### src/rtl/sparc_ifu_starv_mon.sv
// IFU thread-select starvation monitor: per-thread saturating wait counters,
// threshold compare, round-robin pick of one starving thread, sticky history.
module sparc_ifu_starv_mon #(
    parameter int NTHR = 4,
    parameter int CW   = 5,
    parameter int PW   = 2
) (
    input  logic            clk,
    input  logic            arst_l,
    input  logic            se,
    input  logic            si,
    output logic            so,
    input  logic            mon_en,
    input  logic [CW-1:0]   limit_val,
    input  logic [NTHR-1:0] thr_ready,
    input  logic [NTHR-1:0] thr_grant,
    input  logic            hist_clr,
    output logic [NTHR-1:0] starv,
    output logic            starv_any,
    output logic [NTHR-1:0] starv_sel,
    output logic [NTHR-1:0] starv_hist
);

    localparam logic [CW-1:0] CNT_MAX = '1;

    logic [CW-1:0]   cnt_q [NTHR];
    logic [CW-1:0]   cnt_d [NTHR];
    logic [PW-1:0]   rr_ptr_q, rr_ptr_d;
    logic [NTHR-1:0] starv_hist_q, starv_hist_d;
    logic [PW-1:0]   sel_idx;
    logic            sel_found;
    logic            unused_scan;

    // Scan chain is stitched in after synthesis; the RTL only ties it off.
    assign so          = 1'b0;
    assign unused_scan = &{1'b0, se, si};

    // Disable, grant and not-ready all clear the counter, so a single
    // "keep counting" condition captures the whole priority chain.
    always_comb begin
        for (int t = 0; t < NTHR; t++) begin
            // NOTE: every always_comb output gets a default first so no path leaves it unassigned (no latch).
            cnt_d[t] = '0;
            if (mon_en && !thr_grant[t] && thr_ready[t]) begin
                cnt_d[t] = (cnt_q[t] == CNT_MAX) ? cnt_q[t] : cnt_q[t] + 1'b1;
            end
        end
    end

    always_comb begin
        for (int t = 0; t < NTHR; t++) begin
            starv[t] = (limit_val != '0) && (cnt_q[t] >= limit_val);
        end
    end

    assign starv_any = |starv;

    always_comb begin
        int idx;
        idx       = 0;
        starv_sel = '0;
        sel_idx   = '0;
        sel_found = 1'b0;
        for (int off = 0; off < NTHR; off++) begin
            idx = (int'(rr_ptr_q) + off) % NTHR;
            if (!sel_found && starv[PW'(idx)]) begin
                sel_found             = 1'b1;
                sel_idx               = PW'(idx);
                starv_sel[PW'(idx)]   = 1'b1;
            end
        end
    end

    // The pointer only moves when the forced-priority pick is actually served.
    always_comb begin
        rr_ptr_d = rr_ptr_q;
        if ((starv_sel & thr_grant) != '0) begin
            rr_ptr_d = PW'((int'(sel_idx) + 1) % NTHR);
        end
    end

    assign starv_hist_d = (~{NTHR{hist_clr}} & starv_hist_q) | starv;
    assign starv_hist   = starv_hist_q;

    always_ff @(posedge clk or negedge arst_l) begin
        if (!arst_l) begin
            // NOTE: the counter array is small and drives outputs directly, so it is reset like any flop.
            for (int t = 0; t < NTHR; t++) begin
                cnt_q[t] <= '0;
            end
            rr_ptr_q     <= '0;
            starv_hist_q <= '0;
        end else begin
            // NOTE: sequential state uses non-blocking assignment so all flops update from pre-edge values.
            for (int t = 0; t < NTHR; t++) begin
                cnt_q[t] <= cnt_d[t];
            end
            rr_ptr_q     <= rr_ptr_d;
            starv_hist_q <= starv_hist_d;
        end
    end

endmodule

### config.mk
export PLATFORM = sky130hd
export DESIGN_NAME = sparc_ifu_starv_mon
export DESIGN_NICKNAME = d
export VERILOG_FILES = /design/src/rtl/sparc_ifu_starv_mon.sv
export SDC_FILE = /design/constraint.sdc
export NUM_CORES = 1
export LEC_CHECK = 0
export ABC_CLOCK_PERIOD_IN_PS = 9700
export CORE_MARGIN = 1
export CORE_UTILIZATION = 55
export CTS_BUF_LIST = sky130_fd_sc_hd__clkbuf_16
export DETAILED_ROUTE_END_ITERATION = 12
export PLACE_DENSITY = 0.87
export SYNTH_ARGS = -nofsm -noshare
export SYNTH_HDL_FRONTEND = slang
export SYNTH_SLANG_ARGS = --single-unit
### constraint.sdc
create_clock -name clk -period 9.7 [get_ports clk]
set_input_delay 2.425 -clock clk [delete_from_list [all_inputs] [get_ports clk]]
set_output_delay 2.425 -clock clk [all_outputs]
set_load 0.02 [all_outputs]
# Word-level counts from Yosys, hierarchy flattened
# Index checks and enable logic that the tools add are counted.
[word_totals]
reg_bits = 26
inputBits = 19
out_inout_bits = 14
elab_cells = 109
[op_classes]
n_addsub = 8
n_lt_le_gt_ge = 12
n_eq_ne = 8
muxes = 39
bitwise_logic = 7
reduce_logical = 29
[ops]
columns = ["cell", "n"]
rows = [
  ["$mux W5", 8],
  ["$add A5 B1 Y5 const B", 4],
  ["$eq A5 B5 Y1 const B", 4],
  ["$ge A5 B5 Y1", 4],
  ["$logic_and A1 B1 Y1", 19],
  ["$lt A2 B4 Y1 const B", 4],
  ["$mux W4", 4],
  ["$or A4 B4 Y4", 4],
  ["$mux W1", 15],
  ["$and A4 B4 Y4", 2],
  ["$bmux W1 S2", 4],
  ["$demux W1 S2", 4],
  ["$ge A2 B1 Y1 const B", 4],
  ["$mux W2", 4],
  ["$ne A2 B2 Y1 const B", 4],
  ["$logic_not A1 Y1", 7],
  ["$reduce_bool A5 Y1", 1],
  ["$add A2 B1 Y2 const B", 2],
  ["$add A2 B2 Y2 const B", 2],
  ["$not A4 Y4", 1],
  ["$reduce_bool A4 Y1", 1],
  ["$reduce_or A4 Y1", 1],
]

# Longest topological paths before layout
# Gate-level depths: netlist (run 1).
[logic_depth]
depth_word = 17
ltp_mapped = 13
depth_no_buf = 12

# Least setup slack after synthesis (run 1)
# No wires, ideal clock.
[synth_path]
path_kind = "in2out"
start = "input port limit_val[4]"
end = "output port starv_sel[3]"
arrival_ps = 4661
required_time_ps = 7275
setup_slack_ps = 2614
stages = 10
cell_sequence = "inv_1 ha_1 nor2_1 a22oi_1 a21bo_2 o21a_1 a211o_1 buf_6 and3_4 or4_1"
[synth_via]
elab_chain_len = 15
word_cells_on_any_way = 37
[synth_lines]
columns = ["element", "line", "rtl"]
rows = [
  ["from (decl)", "14", "input logic [CW-1:0] limit_val,"],
  ["$ge A5 B5 Y1 or $reduce_bool A5 Y1 (tied branches)", "52", "starv[t] = (limit_val != '0) && (cnt_q[t] >= limit_val);"],
  ["$logic_and A1 B1 Y1", "52", ""],
  ["$bmux W1 S2", "66", "if (!sel_found && starv[PW'(idx)]) begin"],
  ["$mux W1 (not written as such) (2 in series)", "66", ""],
  ["$mux W1", "66", ""],
  ["$logic_not A1 Y1", "66", ""],
  ["$logic_and A1 B1 Y1", "66", ""],
  ["$mux W1", "66", ""],
  ["$logic_not A1 Y1", "66", ""],
  ["$logic_and A1 B1 Y1", "66", ""],
  ["$mux W1", "66", ""],
  ["$logic_not A1 Y1", "66", ""],
  ["$logic_and A1 B1 Y1", "66", ""],
  ["$mux W4 *", "66", ""],
  ["to (decl)", "20", "output logic [NTHR-1:0] starv_sel,"],
]
# Mark *: on every way between the ends. The rest lies on a longest branch, timed or not. The select of a mux whose other input is x is not followed.

# Worst setup path in the final report (run 1)
[layout_path]
start = "input port limit_val[2]"
end = "output port starv_sel[3]"
# The elaborated chain is that of the path after synthesis.

==> flow_summary_export.csv, run 1 <==
group,metric,value,unit
cts,cts_buffers,3,
sta,fmax,0.1196,GHz
global_routing,gr-usage-met1,31.45,%
logic_synthesis,synth-edff-count,0,
logic_synthesis,synthFlopType,"dfrtp_1",
cts,cts_tree,"built",
cts,ctsHoldBuffers,0,
logic_synthesis,syn_nets,320,
power_and_ir_drop,powerDensity,161.2,nW/um^2
global_routing,grt_antenna_before_repair,0,
worst_setup_path,startpoint_type,"input port",
finish,nets,350,
sta,min_period,8361,ps
sta,finalSetupTns,0,ps
finish,drive_above_1_share,7.143,%
logic_synthesis,ys_seq_area_share,26.67,%
sta,fin_skew,3.545,ps
worst_setup_path,cp-end-kind,"output pin",
logic_synthesis,ys_ff_latch,26,
global_routing,grt_busiest_layer,"met2",
power_and_ir_drop,p_total,0.0004568,W
cts,cts-htree-levels,1,
global_routing,met3_usage,4.605,%
worst_setup_path,worstSetupPathType,"in2out",
sta,period_share,86.19,%
detailed_routing,routed_via_density,6.108,
sta,slew_headroom,63.92,%
placement,detailed_place_hpwl,4299,um
logic_synthesis,syn_inst,265,
logic_synthesis,syn_avg_cell_area,9.207,um^2
floorplan,dieArea,4707,um^2
sta,setup_violations,0,
global_routing,grt_util_met2,47.06,%
floorplan,num_rows,23,
finish,final_cell_area,2833,um^2
finish,diodes,0,
floorplan,design.core.area,4115,um^2
cts,clock_latency,260,ps
detailed_routing,first_iter_violations,115,
detailed_routing,num_vias,2101,
placement,io_buffer_count,29,
global_routing,grt_usage,26.61,%
cts,path_clk_slew,70,ps
detailed_routing,drt_drc_violations_left,0,
global_routing,grt_pass1_wl,9273,um
cts,post_cts_resize_count,0,
detailed_routing,wire_per_inst,16.16,um
cts,postCtsSetupBuffers,0,
flow_run,cap_violations,0,
logic_synthesis,ys_warn_count,0,
sta,finalHoldViolations,0,
logic_synthesis,syn_area,2440,um^2
global_routing,grt_pass1_vias,2110,
worst_setup_path,cp.required,7280,ps
floorplan,io_pins,33,
sta,rsz0062_at_grt,"no",
global_routing,grt_max_degree,27,
sta,slew_viol_final,0,
global_routing,grt_overflow_total,0,
logic_synthesis,async_flop_share,100.0,%
placement,place_congestion,0.9504,
logic_synthesis,yosysUniqueCellTypes,60,
worst_setup_path,path_max_fanout,10,
status,status,"finished, final reports clean",
sta,tightest_slew,526.2,ps
cts,root_buffer,"clkbuf_16",
min_path,hold_class,"reg2reg",
detailed_routing,firstDrtPassIters,4,
detailed_routing,final_antenna_net_count,0,
detailed_routing,wirelength,5558,um
floorplan,die_x,68.61,um
cts,clock_path_buffers,2,
cts,clock-sinks,26,
power_and_ir_drop,max-vdd-ir-drop,0.00009149,V
finish,syn_to_final_growth,16.10,%
floorplan,die_h,68.61,um
placement,placed_cell_area,2754,um^2
power_and_ir_drop,p_leak,1.407,nW
worst_setup_path,worstPathArrival,5940,ps
floorplan,initial_core_util,59.29,%
## kinds of logic (layout without fill, tap and decap cells)
group	Yosys count	in the layout	share of synthesized area [%]
other	1	1	0.1537
multiplexers	11	11	5.180
flip-flops	26	26	26.67
buffers and inverters	24	53	4.820
XOR/XNOR	12	12	4.308
AND/OR/NAND/NOR	94	94	20.77
adder cells (fa/ha/maj)	36	36	18.46
AO/OA/AOI/OAI	61	61	19.64
## flip-flops by register name, indices dropped and copies added, names as in the netlist
| register | flops |
|---|---|
| cnt_q | 20 |
| starv_hist | 4 |
| rr_ptr_q | 2 |
## placed cells by master (no fill, tap or decap), types with 4 or more instances in the layout
master / Yosys / final
inv_1: 19 / 19
nand2_1: 12 / 12
nand3b_1: 4 / 4
and3_1: 5 / 5
nand3_1: 5 / 5
mux2i_1: 10 / 10
a31oi_1: 4 / 4
dfrtp_1: 26 / 26
o21ai_0: 5 / 5
o21a_1: 5 / 5
a21o_1: 7 / 7
clkdlybuf4s50_1: 0 / 29
nor3_1: 5 / 5
o21ai_1: 4 / 4
xnor2_1: 4 / 4
nor2_1: 35 / 35
nor2b_1: 5 / 5
a21oi_1: 6 / 6
ha_1: 36 / 36
nand4b_1: 4 / 4
xor2_1: 8 / 8
## path summary, 6_finish.rpt
path	end	depth (start not counted)	slack, ps	startpoint
setup / recovery	starv_sel[3]	11	1340	limit_val[2]
hold / removal	starv_hist[1]	1	480	starv_hist[1]
setup reg to reg	rr_ptr_q[1]	11	5850	rr_ptr_q[0]
hold reg to reg	starv_hist[1]	1	480	starv_hist[1]
max in group asynchronous	cnt_q[12]	2	6890	arst_l
min in group asynchronous	cnt_q[16]	2	2530	arst_l
## critical path, stage by stage
cell	delay [ps]
clkdlybuf4s50_1	500
inv_1	110
ha_1	340
a21o_1	140
a31oi_1	40
o21ai_1	350
mux2i_1	280
a211o_1	480
and3_4	220
or4_1	490
clkdlybuf4s50_1	550
## area by class of cell
type / count / area [um^2]
Inverter: 19 / 71.32
Clock buffer: 3 / 75.07
Tap cell: 50 / 62.56
Clock inverter: 1 / 3.754
Timing Repair Buffer: 30 / 297.8
Fill cell: 342 / 1282
Multi-Input combinational cell: 215 / 1672
Sequential cell: 26 / 650.6
## metrics by stage
| step | hold WS, ps | setup WS (ps) | cells | utilization [%] |
|---|---|---|---|---|
| detailed placement | 470.9 | 1387 | 340 | 66.92 |
| CTS | 486.5 | 1371 | 344 | 68.84 |
| floorplan | 522.3 | 2614 | 265 | - |
| global route | 497.3 | 1119 | 344 | 68.84 |
| finish | 483.2 | 1339 | 344 | 68.84 |
| global placement | 459.4 | 1452 | 340 | 66.92 |
## routing by layer
metal,share of wire [%],vias to the layer above
li1,-,1022
met1,44,999
met2,48,65
met3,5.1,15
met4,2.3,0
met5,0,-
## report_power, final
group / leakage, nW / switching (W) / internal, W
Sequential: 0.354 / 0.0000148 / 0.000114
Combinational: 1.01 / 0.000134 / 0.0000982
Clock: 0.0385 / 0.0000403 / 0.0000554
Total: 1.41 / 0.000189 / 0.000268
## cell usage after synthesis (6+ instances only)
library cell,count,area (um^2)
a21o_1,7,52.55
a21oi_1,6,30.03
inv_1,19,71.32
nand2_1,12,45.04
ha_1,36,450.4
dfrtp_1,26,650.6
nor2_1,35,131.4
xor2_1,8,70.07
mux2i_1,10,100.1
No activity file was read; power rests on OpenSTA's default activity.
==> inputs of run 2 (changes only) <==
Settings changed: ABC_AREA from default to 0, CORE_MARGIN 1 to default.
==> results of run 2 <==
The final DEF is identical to that of run 1; final timing and power are the same.
